File: src/rtl/uart_pkg.sv
// Shared register map, CON bit positions and FSM encodings for the MMIO UART.
`timescale 1ns/1ps
package uart_pkg;
    localparam logic [7:0] UART_TXD = 8'h18;
    localparam logic [7:0] UART_RXD = 8'h1C;
    localparam logic [7:0] UART_CON = 8'h20;

    localparam int CON_TX_IE   = 0;
    localparam int CON_RX_IE   = 1;
    localparam int CON_TX_DONE = 2;
    localparam int CON_RX_RDY  = 3;
    localparam int CON_TX_BUSY = 4;
    localparam int CON_OVR     = 5;
    localparam int CON_FERR    = 6;

    typedef enum logic [1:0] {
        TX_IDLE  = 2'd0,
        TX_START = 2'd1,
        TX_DATA  = 2'd2,
        TX_STOP  = 2'd3
    } tx_state_t;

    typedef enum logic [2:0] {
        RX_IDLE  = 3'd0,
        RX_START = 3'd1,
        RX_DATA  = 3'd2,
        RX_STOP  = 3'd3,
        RX_WAIT  = 3'd4
    } rx_state_t;

    // Clocks per 16x oversample tick, truncated and never below 1.
    function automatic int calc_div(input int clk_hz, input int baud);
        int d;
        d = clk_hz / (baud * 16);
        return (d < 1) ? 1 : d;
    endfunction
endpackage

File: src/rtl/uart_baud_tick.sv
// Free-running divider producing a one-clock oversample tick every DIV clocks.
`timescale 1ns/1ps
module uart_baud_tick #(
    parameter int DIV = 1
) (
    input  logic clk,
    input  logic reset,
    output logic tick
);
    localparam int CW = (DIV > 1) ? $clog2(DIV) : 1;
    localparam logic [CW-1:0] LAST = CW'(DIV - 1);

    logic [CW-1:0] r_cnt;
    logic          r_tick;

    always_ff @(posedge clk or negedge reset) begin
        if (!reset) begin
            r_cnt  <= '0;
            r_tick <= 1'b0;
        end else begin
            r_tick <= (r_cnt == LAST);
            r_cnt  <= (r_cnt == LAST) ? '0 : r_cnt + 1'b1;
        end
    end

    assign tick = r_tick;
endmodule

File: src/rtl/uart_mmio_periph.sv
// Memory-mapped 8N1 UART: TXD/RXD/CON registers, TX and RX FSMs, level irq.
`timescale 1ns/1ps
module uart_mmio_periph
    import uart_pkg::*;
#(
    parameter int CLK_HZ = 50_000_000,
    parameter int BAUD   = 9600
) (
    input  logic        clk,
    input  logic        reset,
    input  logic        rd,
    input  logic        wr,
    input  logic [31:0] addr,
    input  logic [31:0] wdata,
    output logic [31:0] rdata,
    output logic        irq,
    output logic        tx,
    input  logic        rx
);
    localparam int DIV = calc_div(CLK_HZ, BAUD);

    logic w_tick;
    uart_baud_tick #(.DIV(DIV)) u_tick (
        .clk   (clk),
        .reset (reset),
        .tick  (w_tick)
    );

    logic w_wr_txd, w_wr_con, w_rd_rxd, w_rd_con;
    assign w_wr_txd = wr && (addr[7:0] == UART_TXD);
    assign w_wr_con = wr && (addr[7:0] == UART_CON);
    assign w_rd_rxd = rd && (addr[7:0] == UART_RXD);
    assign w_rd_con = rd && (addr[7:0] == UART_CON);

    logic w_unused;
    assign w_unused = ^{addr[31:8], wdata[31:8]};

    // ---------------- TX ----------------
    tx_state_t   r_tx_st;
    logic        r_tx_pend;
    logic [3:0]  r_tx_tcnt;
    logic [2:0]  r_tx_bit;
    logic [7:0]  r_txd;
    logic        w_tx_end, w_tx_busy, w_tx_acc;

    assign w_tx_end  = w_tick && (r_tx_st == TX_STOP) && (r_tx_tcnt == 4'd15);
    assign w_tx_busy = (r_tx_st != TX_IDLE) || r_tx_pend;
    // A write landing on the cycle STOP finishes is taken as if TX were already idle.
    assign w_tx_acc  = w_wr_txd && (!w_tx_busy || w_tx_end);

    always_ff @(posedge clk or negedge reset) begin
        if (!reset) begin
            r_tx_st   <= TX_IDLE;
            r_tx_pend <= 1'b0;
            r_tx_tcnt <= 4'd0;
            r_tx_bit  <= 3'd0;
            r_txd     <= 8'h00;
        end else begin
            if (w_tx_acc) begin
                r_txd     <= wdata[7:0];
                r_tx_pend <= 1'b1;
            end
            if (w_tick) begin
                if (r_tx_st == TX_IDLE) begin
                    if (r_tx_pend) begin
                        r_tx_st   <= TX_START;
                        r_tx_pend <= 1'b0;
                        r_tx_tcnt <= 4'd0;
                    end
                end else begin
                    r_tx_tcnt <= r_tx_tcnt + 4'd1;
                    if (r_tx_tcnt == 4'd15) begin
                        case (r_tx_st)
                            TX_START: begin
                                r_tx_st  <= TX_DATA;
                                r_tx_bit <= 3'd0;
                            end
                            TX_DATA: begin
                                r_tx_bit <= r_tx_bit + 3'd1;
                                if (r_tx_bit == 3'd7) r_tx_st <= TX_STOP;
                            end
                            default: r_tx_st <= TX_IDLE;
                        endcase
                    end
                end
            end
        end
    end

    assign tx = (r_tx_st == TX_START) ? 1'b0 :
                (r_tx_st == TX_DATA)  ? r_txd[r_tx_bit] : 1'b1;

    // ---------------- RX ----------------
    logic        r_rx_s1, r_rx_s2;
    rx_state_t   r_rx_st;
    logic [3:0]  r_rx_tcnt;
    logic [2:0]  r_rx_bit;
    logic [7:0]  r_rx_sh;
    logic [7:0]  r_rxd;
    logic        w_rx_stop_smp, w_rx_load, w_rx_ferr;

    assign w_rx_stop_smp = w_tick && (r_rx_st == RX_STOP) && (r_rx_tcnt == 4'd15);
    assign w_rx_load     = w_rx_stop_smp && r_rx_s2;
    assign w_rx_ferr     = w_rx_stop_smp && !r_rx_s2;

    always_ff @(posedge clk or negedge reset) begin
        if (!reset) begin
            r_rx_s1   <= 1'b1;
            r_rx_s2   <= 1'b1;
            r_rx_st   <= RX_IDLE;
            r_rx_tcnt <= 4'd0;
            r_rx_bit  <= 3'd0;
            r_rx_sh   <= 8'h00;
            r_rxd     <= 8'h00;
        end else begin
            r_rx_s1 <= rx;
            r_rx_s2 <= r_rx_s1;
            if (w_rx_load) r_rxd <= r_rx_sh;
            if (w_tick) begin
                case (r_rx_st)
                    RX_IDLE: if (!r_rx_s2) begin
                        r_rx_st   <= RX_START;
                        r_rx_tcnt <= 4'd0;
                    end
                    // Re-check the line half a bit in, then sample mid-bit from here on.
                    RX_START: begin
                        r_rx_tcnt <= r_rx_tcnt + 4'd1;
                        if (r_rx_tcnt == 4'd7) begin
                            r_rx_tcnt <= 4'd0;
                            r_rx_bit  <= 3'd0;
                            r_rx_st   <= r_rx_s2 ? RX_IDLE : RX_DATA;
                        end
                    end
                    RX_DATA: begin
                        r_rx_tcnt <= r_rx_tcnt + 4'd1;
                        if (r_rx_tcnt == 4'd15) begin
                            r_rx_sh  <= {r_rx_s2, r_rx_sh[7:1]};
                            r_rx_bit <= r_rx_bit + 3'd1;
                            if (r_rx_bit == 3'd7) r_rx_st <= RX_STOP;
                        end
                    end
                    RX_STOP: begin
                        r_rx_tcnt <= r_rx_tcnt + 4'd1;
                        if (r_rx_tcnt == 4'd15) r_rx_st <= r_rx_s2 ? RX_IDLE : RX_WAIT;
                    end
                    RX_WAIT: if (r_rx_s2) r_rx_st <= RX_IDLE;
                    default: r_rx_st <= RX_IDLE;
                endcase
            end
        end
    end

    // ---------------- flags / irq ----------------
    logic r_tx_ie, r_rx_ie, r_tx_done, r_rx_rdy, r_ovr, r_ferr, r_irq;

    always_ff @(posedge clk or negedge reset) begin
        if (!reset) begin
            r_tx_ie   <= 1'b0;
            r_rx_ie   <= 1'b0;
            r_tx_done <= 1'b0;
            r_rx_rdy  <= 1'b0;
            r_ovr     <= 1'b0;
            r_ferr    <= 1'b0;
            r_irq     <= 1'b0;
        end else begin
            if (w_wr_con) begin
                r_tx_ie <= wdata[CON_TX_IE];
                r_rx_ie <= wdata[CON_RX_IE];
            end
            // Set beats clear-by-read when both land in the same cycle.
            r_tx_done <= w_tx_end ? 1'b1 : (w_rd_con ? 1'b0 : r_tx_done);
            r_rx_rdy  <= w_rx_load ? 1'b1 : (w_rd_rxd ? 1'b0 : r_rx_rdy);
            r_ovr     <= (w_rx_load && r_rx_rdy) ? 1'b1 : (w_rd_rxd ? 1'b0 : r_ovr);
            r_ferr    <= w_rx_ferr ? 1'b1 : (w_rd_con ? 1'b0 : r_ferr);
            r_irq     <= (r_tx_ie && r_tx_done) || (r_rx_ie && r_rx_rdy);
        end
    end

    assign irq = r_irq;

    always_comb begin
        rdata = 32'h0;
        if (rd) begin
            case (addr[7:0])
                UART_TXD: rdata = {24'h0, r_txd};
                UART_RXD: rdata = {24'h0, r_rxd};
                UART_CON: begin
                    rdata[CON_TX_IE]   = r_tx_ie;
                    rdata[CON_RX_IE]   = r_rx_ie;
                    rdata[CON_TX_DONE] = r_tx_done;
                    rdata[CON_RX_RDY]  = r_rx_rdy;
                    rdata[CON_TX_BUSY] = w_tx_busy;
                    rdata[CON_OVR]     = r_ovr;
                    rdata[CON_FERR]    = r_ferr;
                end
                default: rdata = 32'h0;
            endcase
        end
    end
endmodule

File: config.mk
export PLATFORM = sky130hd
export DESIGN_NAME = uart_mmio_periph
export DESIGN_NICKNAME = d
export VERILOG_FILES = /design/src/rtl/uart_pkg.sv /design/src/rtl/uart_baud_tick.sv /design/src/rtl/uart_mmio_periph.sv
export SDC_FILE = /design/constraint.sdc
export NUM_CORES = 1
export LEC_CHECK = 0
export CORE_UTILIZATION = 25
export DETAILED_ROUTE_END_ITERATION = 8
export SLEW_MARGIN = 20
export SYNTH_ARGS = -nofsm -noshare
export SYNTH_HDL_FRONTEND = slang
export SYNTH_SLANG_ARGS = --single-unit
File: constraint.sdc
create_clock -name clk -period 1.95 [get_ports clk]
set_clock_uncertainty 0.05 [all_clocks]
set_input_delay 0.4875 -clock clk [delete_from_list [all_inputs] [get_ports clk]]
set_output_delay 0.4875 -clock clk [all_outputs]
set_load 0.005 [all_outputs]
==> After elaboration in Yosys (flattened, before gate mapping) <==
Index checks and enable logic that the tools add are counted.
{ "op_classes": {"add_sub_neg": 5, "mul": 0, "div_mod_pow": 0, "magnitude_cmp": 1, "n_eq_ne": 24, "shifts": 0, "muxes": 41, "n_bitwise": 1, "n_reduce_logical": 38} }
{ "op_table": {"columns": ["operator", "count"], "rows": [
  ["$mux W3", 9],
  ["$pmux W7 S3", 1],
  ["$eq A8 B5 Y1 const B", 2],
  ["$mux W4", 4],
  ["$reduce_bool A2 Y1", 8],
  ["$pmux W3 S5", 1],
  ["$logic_and A1 B1 Y1", 14],
  ["$mux W1", 13],
  ["$ne A2 B2 Y1 const B", 6],
  ["$pmux W3 S2", 2],
  ["$pmux W4 S3", 1],
  ["$reduce_and A4 Y1", 3],
  ["$mux W2", 5],
  ["$add A9 B1 Y9 const B", 1],
  ["$eq A3 B3 Y1 const B", 3],
  ["$eq A9 B9 Y1 const B", 1],
  ["$mux W9", 1],
  ["$add A4 B1 Y4 const B", 2],
  ["$eq A4 B4 Y1 const B", 2],
  ["$eq A8 B6 Y1 const B", 1],
  ["$mux W8", 1],
  ["$reduce_and A7 Y1", 1],
  ["$add A3 B1 Y3 const B", 2],
  ["$eq A3 B2 Y1 const B", 2],
  ["other kinds (19)", 24]
]} }
{ "totals": {"register_bits": 63, "latchBits": 0, "ram_bits": 0, "mem_bits_ro": 0, "word_cells": 131, "n_memories": 0} }

==> Depth between registers and ports, before layout <==
Gate-level depths: netlist of run 1.
{ "logic_depth": {"ltp_word": 9, "mapped_depth": 7, "mapped_depth_nobuf": 6} }

==> Cells and area by module <==
Synthesis of run 1 repeated with hierarchy kept, for this count alone.
{ "hier_totals": {"hier_cells": 297, "area_unflattened_um2": 3268.1} }
{ "modules_own_cells": {"columns": ["module", "instances", "cells_per_inst", "area_each_um2", "seq_area_each_um2"], "rows": [
  ["uart_mmio_periph", 1, 255, 2819.0, 1328.8],
  ["uart_baud_tick", 1, 42, 449.2, 250.2]
]} }

==> Least setup slack after synthesis of run 1 <==
No wires, ideal clock.
{ "synth_path": {"kind": "register -> register", "start": "register r_tx_st[0]", "end": "register r_txd[0]", "setup_time_ns": 0.125, "arrival_time_ns": 1.831, "slack_ns": -0.057, "stages_incl_launch_ff": 8, "period_less_slack_ns": 2.007, "path_cell_list": "dfrtp_1 > inv_1 > ha_1 > or2b_1 > a21boi_0 > and4bb_1 > buf_6 > mux2_4"} }
{ "synth_between": {"elab_chain_cells": 5} }
{ "synth_rtl": {"columns": ["element", "line", "source"], "rows": [
  ["start, declared", "uart_mmio_periph.sv:39", "tx_state_t r_tx_st;"],
  ["start signal, assigned", "uart_mmio_periph.sv:53", "r_tx_st <= TX_IDLE;"],
  ["start signal, assigned", "uart_mmio_periph.sv:66", "r_tx_st <= TX_START;"],
  ["start signal, assigned", "uart_mmio_periph.sv:75", "r_tx_st <= TX_DATA;"],
  ["$eq A2 B2 Y1 / $reduce_bool A2 Y1 (equally long branches)", "uart_mmio_periph.sv:46, uart_mmio_periph.sv:47", null],
  ["$logic_and A1 B1 Y1 / $logic_or A1 B1 Y1 (equally long branches)", "uart_mmio_periph.sv:46, uart_mmio_periph.sv:47", null],
  ["$logic_and A1 B1 Y1 / $logic_not A1 Y1 (equally long branches)", "uart_mmio_periph.sv:46, uart_mmio_periph.sv:49", null],
  ["$logic_or A1 B1 Y1 (*)", "uart_mmio_periph.sv:49", "assign w_tx_acc = w_wr_txd && (!w_tx_busy || w_tx_end);"],
  ["$logic_and A1 B1 Y1 (*)", "uart_mmio_periph.sv:49", null],
  ["end signal, assigned", "uart_mmio_periph.sv:60", "r_txd <= wdata[7:0];"],
  ["end, declared", "uart_mmio_periph.sv:43", "logic [7:0] r_txd;"]
]} }
Every way passes the cells marked *; elsewhere a longest branch is shown, timed or not.
A chain may end at the register's enable or synchronous reset.

==> Final worst setup path of run 1 <==
{ "layout_path": {"start": "input addr[3]", "end": "output rdata[0]"} }
{ "layout_between": {"elab_chain_cells": 3} }
{ "layout_rtl": {"columns": ["element", "line", "source"], "rows": [
  ["start, declared", "uart_mmio_periph.sv:13", "input logic [31:0] addr,"],
  ["$eq A8 B6 Y1 / $eq A8 B5 Y1 (equally long branches)", "uart_mmio_periph.sv:184", "case (addr[7:0])"],
  ["$pmux W7 S3 (*)", "uart_mmio_periph.sv:184", null],
  ["$mux W8 (*)", "uart_mmio_periph.sv:183", "if (rd) begin"],
  ["end, declared", "uart_mmio_periph.sv:15", "output logic [31:0] rdata,"]
]} }
Marks and branches as above.

==> summary.txt, run 1 <==
Run status
  • Status: complete, but fails checks
  • Failing checks: setup timing

Pwr
  • Final total power: 3.26 mW
  • Clock group share of total power: 0.539
  • P_leak: 2.19 nW
  • Switching portion of total power: 0.218
  • Comb pwr share: 0.053
  • Cell Int Power: 2.55 mW
  • Worst IR drop on VDD: 0.438 mV
  • P per Cell Area: 708 nW/um2
  • Psw: 0.712 mW
  • Sequential power share: 0.409

Timing
  • Final Cycle Share: 1.15
  • Max-slew violations: 0
  • Endpoints failing hold: 0
  • PnR worst setup slack: -301 ps
  • Tmin final: 2250 ps
  • Hold Worst Slack: 109 ps
  • Slew margin rel.: 0.615
  • Final setup vio count: 18
  • Unrepaired setup endpoints after global routing: yes
  • Slew @ Worst Pin: 572 ps
  • Fmax: 444 MHz

Yosys
  • Distinct cells, synth: 55
  • Top-area cell type share of the netlist area: 0.449
  • Count leader, synth: dfrtp_1
  • Synth Area in Compound Gates: 0.106
  • Mux cell area share after synthesis: 0.149
  • Netlist Area Pre-Place: 3400 um2
  • Post-synth top cells: 61 x dfrtp_1, 25 x buf_4, 21 x mux2_2, 21 x nand2_1, 20 x nor2_1
  • Largest family of logic cells by synthesized area: multiplexers
  • Synth area leaders: dfrtp_1 45%, mux2_2 6.9%, mux2_4 5.7%
  • Sequential fraction of the synthesis area: 0.464
  • Synth Instances: 298
  • #FFs+latches synth: 63
  • Synth Area in XOR/XNOR: 0.0180
  • Most used DFF post-synth: dfrtp_1
  • Simple-Gate Fraction of Synth Area: 0.135
  • Cell accounting for the most synthesized area: dfrtp_1
  • Syn avg cell area: 11.4 um2
  • EDFF count, synth: 0
  • Asr flop ratio synth: 1.00
  • Synth Area in Adders: 0.0441
  • Ys Warns: 0

Routing
  • DRC: 0
  • First drt pass iteration count: 4
  • Number of routed nets with antenna violations: 0
  • Total wire length: 7130 um
  • Initial drt markers: 146
  • DR WL/cell: 12.7 um
  • Routed vias: 2424
  • Post-DR vias/cell: 4.33

Cells and area
  • Synthesis-to-layout area growth: 35.4%
  • Layout cells sized above 1: 0.401
  • Nets: 460
  • Layout fillers: 1311
  • N_diodes: 0

Clock network
  • Worst-skew pair later-pin latency: 320 ps
  • Clock-pin slew on the worst setup and hold paths: 60 ps
  • Clock Sinks: 63
  • CTS H-tree lvls: 3
  • Clk buf depth: 2
  • CTS root buffer: clkbuf_16
  • Hold Buf Count CTS: 0
  • CTS tree: built
  • TritonCTS buffer count: 9

Worst setup path
  • Startpoint types: input pin
  • CP top delay family: buffers and inverters
  • CP max FO: 3
  • CP endpoint kind: primary output
  • CP Data Arrival Time: 1710 ps
  • Critical Path RT: 1410 ps
  • Cells along the critical path: clkdlybuf4s15_2, nor4b_4, buf_4, o211ai_1, buf_4, buf_4, nor2_2, buf_2
  • Slowest CP cell: nor4b_4
  • Max incr delay on CP: 280 ps
  • Most frequent CP cell: buf_4
  • Crit path buf inv count: 5
  • WS Path Type: in -> out

Floorplanning
  • Die Y: 119 um
  • # rows: 42
  • Core Area: 13200 um2
  • Starting Density: 0.257
  • Die Area: 14100 um2
  • Number of I/O pins: 103
  • Die W: 119 um

Place
  • GP Congestion: 0.783
  • Port bufs: 30
  • Detailed Place HPWL: 4940 um

GRT
  • Gr ovfl total: 0
  • Largest net degree at the start of global routing: 64
  • Vias in the first global route: 2481
  • Initial antenna violation count: 0
  • GR Util All Layers: 0.107
  • First-pass GRT wire length: 12100 um

Job
  • MaxCap Viol Count: 0

Min path
  • Hold Crit Class: in -> async
[worst reg2reg max path, delay by kind of cell, from the launching register on]
family                     cells  cell delay (ps)
and+or+nand+nor                2              650
buffers and inverters          4              480
DFF                            1              390
muxes                          1              290
AOI/OAI and AO/OA              1              140
adders and majority gates      1              120
[stage by stage]
stage | cells | utilization | setup slack (ps) | cell area, um2 | TNS, ps
finish | 560 | 0.348 | -301 | 4610 | -4360
global route | 560 | 0.348 | -397 | 4610 | -5640
CTS | 556 | 0.342 | -284 | 4530 | -3720
detailed placement | 526 | 0.306 | -969 | 4050 | -13940
global placement | 526 | 0.306 | -918 | 4050 | -13360
floorplan | 321 | - | 9.34 | 3500 | 0
[final cells by class]
type	count	area [um2]	area share
clock buffers	9	225	0.0489
clock inverters	7	104	0.0225
inverters	9	33.8	0.00733
multi-input cells	215	1750	0.380
flip-flops and latches	63	1580	0.343
well taps	176	220	0.0478
repair buffers	81	694	0.151
[cells in the final DEF (no fill, tap or decap), types with 11 or more instances in the layout]
| cell | n |
|---|---|
| o21ai_0 | 11 |
| nand2_1 | 20 |
| buf_4 | 43 |
| clkdlybuf4s50_1 | 12 |
| buf_2 | 13 |
| dfrtp_1 | 61 |
| mux2_2 | 21 |
| conb_1 | 24 |
| mux2_4 | 13 |
| nor2_1 | 15 |
[logic make-up (layout without fill, tap and decap cells)]
| logic type | Yosys count | count (layout) |
|---|---|---|
| and+or+nand+nor | 82 | 82 |
| other | 1 | 24 |
| AOI/OAI and AO/OA | 51 | 51 |
| xor gates and xnor gates | 7 | 7 |
| muxes | 39 | 39 |
| buffers and inverters | 43 | 106 |
| DFF | 63 | 63 |
| adders and majority gates | 12 | 12 |
[final timing paths]
check | from | end | slack, ps | depth (start not counted)
min | reset | r_rx_rdy | 110 | 2
min reg2reg | r_rx_s1 | r_rx_s2 | 310 | 0
max reg2reg | r_tx_st[0] | r_txd[5] | -290 | 9
min in group clk | r_rx_s1 | r_rx_s2 | 310 | 0
max in group asynchronous | reset | r_rx_s1 | 1420 | 2
max | addr[3] | rdata[0] | -300 | 8
[power by group through the flow]
stage          Sequential (mW)  Clock [mW]  Combinational, mW
2_1_floorplan             1.35           0             0.0845
3_5_place_dp              1.36           0              0.159
5_1_grt                   1.33        1.86              0.191
4_1_cts                   1.33        1.80              0.171
6_report                  1.33        1.76              0.172
3_3_place_gp              1.36           0              0.158
[what timing repair did]
action / CTS / global route
buffers inserted: 13 / 5
pin swaps: 18 / 6
gates resized for setup: 86 / 12
cloned: 1 / 0
endpoints found under the setup margin: 19 / 24
hold endpoints to repair: 0 / 0
[registers in the layout, indices dropped and copies added, names as in the netlist, 2 cells and up]
register      cells
r_rx_bit          3
r_rx_st           3
r_rx_tcnt         4
r_tx_st           2
r_rx_sh           8
r_tx_bit          3
r_tx_tcnt         4
r_txd             8
r_rxd             8
u_tick.r_cnt      9
[metal layers]
layer | share of wire | vias to the layer above | GRT usage
li1 | - | 1184 | -
met1 | 0.46 | 1177 | 0.138
met2 | 0.49 | 55 | 0.175
met3 | 0.042 | 8 | 0.0304
met4 | 0.010 | 0 | 0.0245
met5 | 0 | - | 0
Note: power is estimated with default switching activity, not from simulation.
==> run 2: changes to the inputs <==
Settings changed: CELL_PAD_IN_SITES_DETAIL_PLACEMENT set to 0, CELL_PAD_IN_SITES_GLOBAL_PLACEMENT set to 1, PLACE_DENSITY set to 0.7.
Clock period 1.95 ns to 2.4 ns, I/O delays scaled along.
==> run 2 against run 1 <==
Worst hold slack improved by 21 ps. The flow now finishes without violations. Critical endpoint is now rdata[3]. Register-to-register slack improved by 610 ps. First-iteration DRC count fell by 27%.
==> summary.txt, run 2 (synthesized netlist as in run 1, its figures left out) <==
Clock network
  • Hold Buf Count CTS: 0 (unchanged)
  • Clock-pin slew on the worst setup and hold paths: 60 ps (about the same)
  • Worst-skew pair later-pin latency: 330 ps (was 320 ps)
  • TritonCTS buffer count: 9 (unchanged)
  • CTS tree: built (unchanged)
  • CTS root buffer: clkbuf_16 (unchanged)
  • CTS H-tree lvls: 3 (unchanged)
  • Clk buf depth: 2 (unchanged)
  • Clock Sinks: 63 (unchanged)

Timing
  • PnR worst setup slack: 5.37 ps (was -301 ps)
  • Slew @ Worst Pin: 510 ps (was 572 ps)
  • Max-slew violations: 0 (unchanged)
  • Unrepaired setup endpoints after global routing: yes (unchanged)
  • Final setup vio count: 0 (was 18)
  • Endpoints failing hold: 0 (unchanged)
  • Final Cycle Share: 0.998
  • Fmax: 418 MHz
  • Tmin final: 2390 ps
  • Slew margin rel.: 0.659 (was 0.615)
  • Hold Worst Slack: 130 ps (was 109 ps)

Floorplanning
  • Die Area: 14100 um2 (unchanged)
  • Die W: 119 um (unchanged)
  • Starting Density: 0.257 (unchanged)
  • Core Area: 13200 um2 (unchanged)
  • Number of I/O pins: 103 (unchanged)
  • # rows: 42 (unchanged)
  • Die Y: 119 um (unchanged)

GRT
  • GR Util All Layers: 0.107 (about the same)
  • First-pass GRT wire length: 11900 um (was 12100 um)
  • Largest net degree at the start of global routing: 49 (was 64)
  • Vias in the first global route: 2399 (was 2481)
  • Gr ovfl total: 0 (unchanged)
  • Initial antenna violation count: 0 (unchanged)

Run status
  • Status: completed (was complete, but fails checks)

Cells and area
  • Reg with most FFs: u_tick.r_cnt (unchanged)
  • Largest register FFs: 9 (unchanged)
  • Post-route cell area: 4430 um2 (was 4610 um2)
  • Most frequent cells in the layout: 60 x dfrtp_1, 35 x buf_4, 24 x conb_1 (was 61 x dfrtp_1, 43 x buf_4, 24 x conb_1)
  • Layout cells sized above 1: 0.365 (was 0.401)
  • Final Util: 0.334 (was 0.348)
  • Nets: 451 (was 460)
  • Synthesis-to-layout area growth: 30.0% (was 35.4%)
  • Commonest non-fill, non-tap cell in the layout: dfrtp_1 (unchanged)
  • N_diodes: 0 (unchanged)

Routing
  • DRC: 0 (unchanged)
  • Routed vias: 2405 (was 2424)
  • Post-DR vias/cell: 4.36 (was 4.33)
  • Number of routed nets with antenna violations: 0 (unchanged)
  • Initial drt markers: 107 (was 146)
  • First drt pass iteration count: 4 (unchanged)
  • Total wire length: 7160 um (was 7130 um)
  • DR WL/cell: 13.0 um (was 12.7 um)

Pwr
  • Worst IR drop on VDD: 0.493 mV (was 0.438 mV)
  • P per Cell Area: 565 nW/um2 (was 708 nW/um2)
  • Final total power: 2.50 mW (was 3.26 mW)
  • P_leak: 2.09 nW (was 2.19 nW)

Worst setup path
  • CP max FO: 4 (was 3)
  • CP endpoint kind: primary output (unchanged)
  • Startpoint types: input pin (unchanged)
  • WS Path Type: in -> out (unchanged)
  • CP Data Arrival Time: 1740 ps (was 1710 ps)
  • Critical Path RT: 1750 ps (was 1410 ps)

Place
  • Dpl cell area: 3920 um2 (was 4050 um2)
  • Pre-CTS WS: -856 ps (was -969 ps)
  • Detailed Place HPWL: 4780 um (was 4940 um)
  • Port bufs: 30 (unchanged)
  • GP Congestion: 0.793 (was 0.783)

Job
  • MaxCap Viol Count: 0 (unchanged)

Min path
  • Hold Crit Class: in -> async (unchanged)
## run 2: cell types whose count changed in the layout (fill, tap and decap cells not counted), moves of 2 or more
cell        change
nor2_2          -4
buf_4           -8
clkbuf_2        +2
inv_6           -3
clkinvlp_4      +4
nor2_1          +4
## run 2: where the power goes
part | switching, mW | internal, mW
Sequential | 0.0114 | 1.08
Combinational | 0.0622 | 0.0659
Clock | 0.482 | 0.802
Total | 0.556 | 1.94
## run 2: repair_timing
item	CTS	global route
gates cloned	1	0
gates resized for setup	83	10
pin swaps	17	15
setup buffers	18	4
endpoints found under the setup margin	17	8
## run 2: area by class of cell
type                            count  area [um2]
Clock buffer                        9         225
Clock inverter                      7        73.8
Fill cell                        1327        8820
Inverter                            9        33.8
Multi-Input combinational cell    216        1710
Sequential cell                    63        1580
Tap cell                          176         220
Timing Repair Buffer               71         581
## run 2: final timing paths
| check | from | end | slack (ps) | depth (start not counted) |
|---|---|---|---|---|
| setup / recovery | addr[0] | rdata[3] | 5 | 8 |
| hold / removal | reset | irq | 130 | 1 |
| setup reg to reg | r_tx_st[0] | r_txd[3] | 320 | 8 |
| hold reg to reg | r_rx_s1 | r_rx_s2 | 310 | 0 |
| max in group asynchronous | reset | r_rx_s2 | 1540 | 2 |
| min in group clk | r_rx_s1 | r_rx_s2 | 310 | 0 |
## run 2: metrics by stage
stage | cells | TNS (ps)
after floorplan | 321 | 0
after global placement | 512 | -8670
after detailed placement | 512 | -9400
after CTS | 547 | 0
after global routing | 551 | -130
final | 551 | 0
## run 2: routing by layer
layer | vias to the layer above | track usage | part of all wire
met5 | - | 0 | 0
met4 | 0 | 0.0293 | 0.013
met3 | 10 | 0.0396 | 0.051
met2 | 65 | 0.164 | 0.47
met1 | 1169 | 0.140 | 0.47
li1 | 1161 | - | -
## run 2: worst max-delay path, stage by stage
cell,delay (ps)
buf_6,100
nor4_4,350
and2_4,230
buf_6,100
buf_6,90
a22oi_2,60
nor2_1,90
buf_2,120
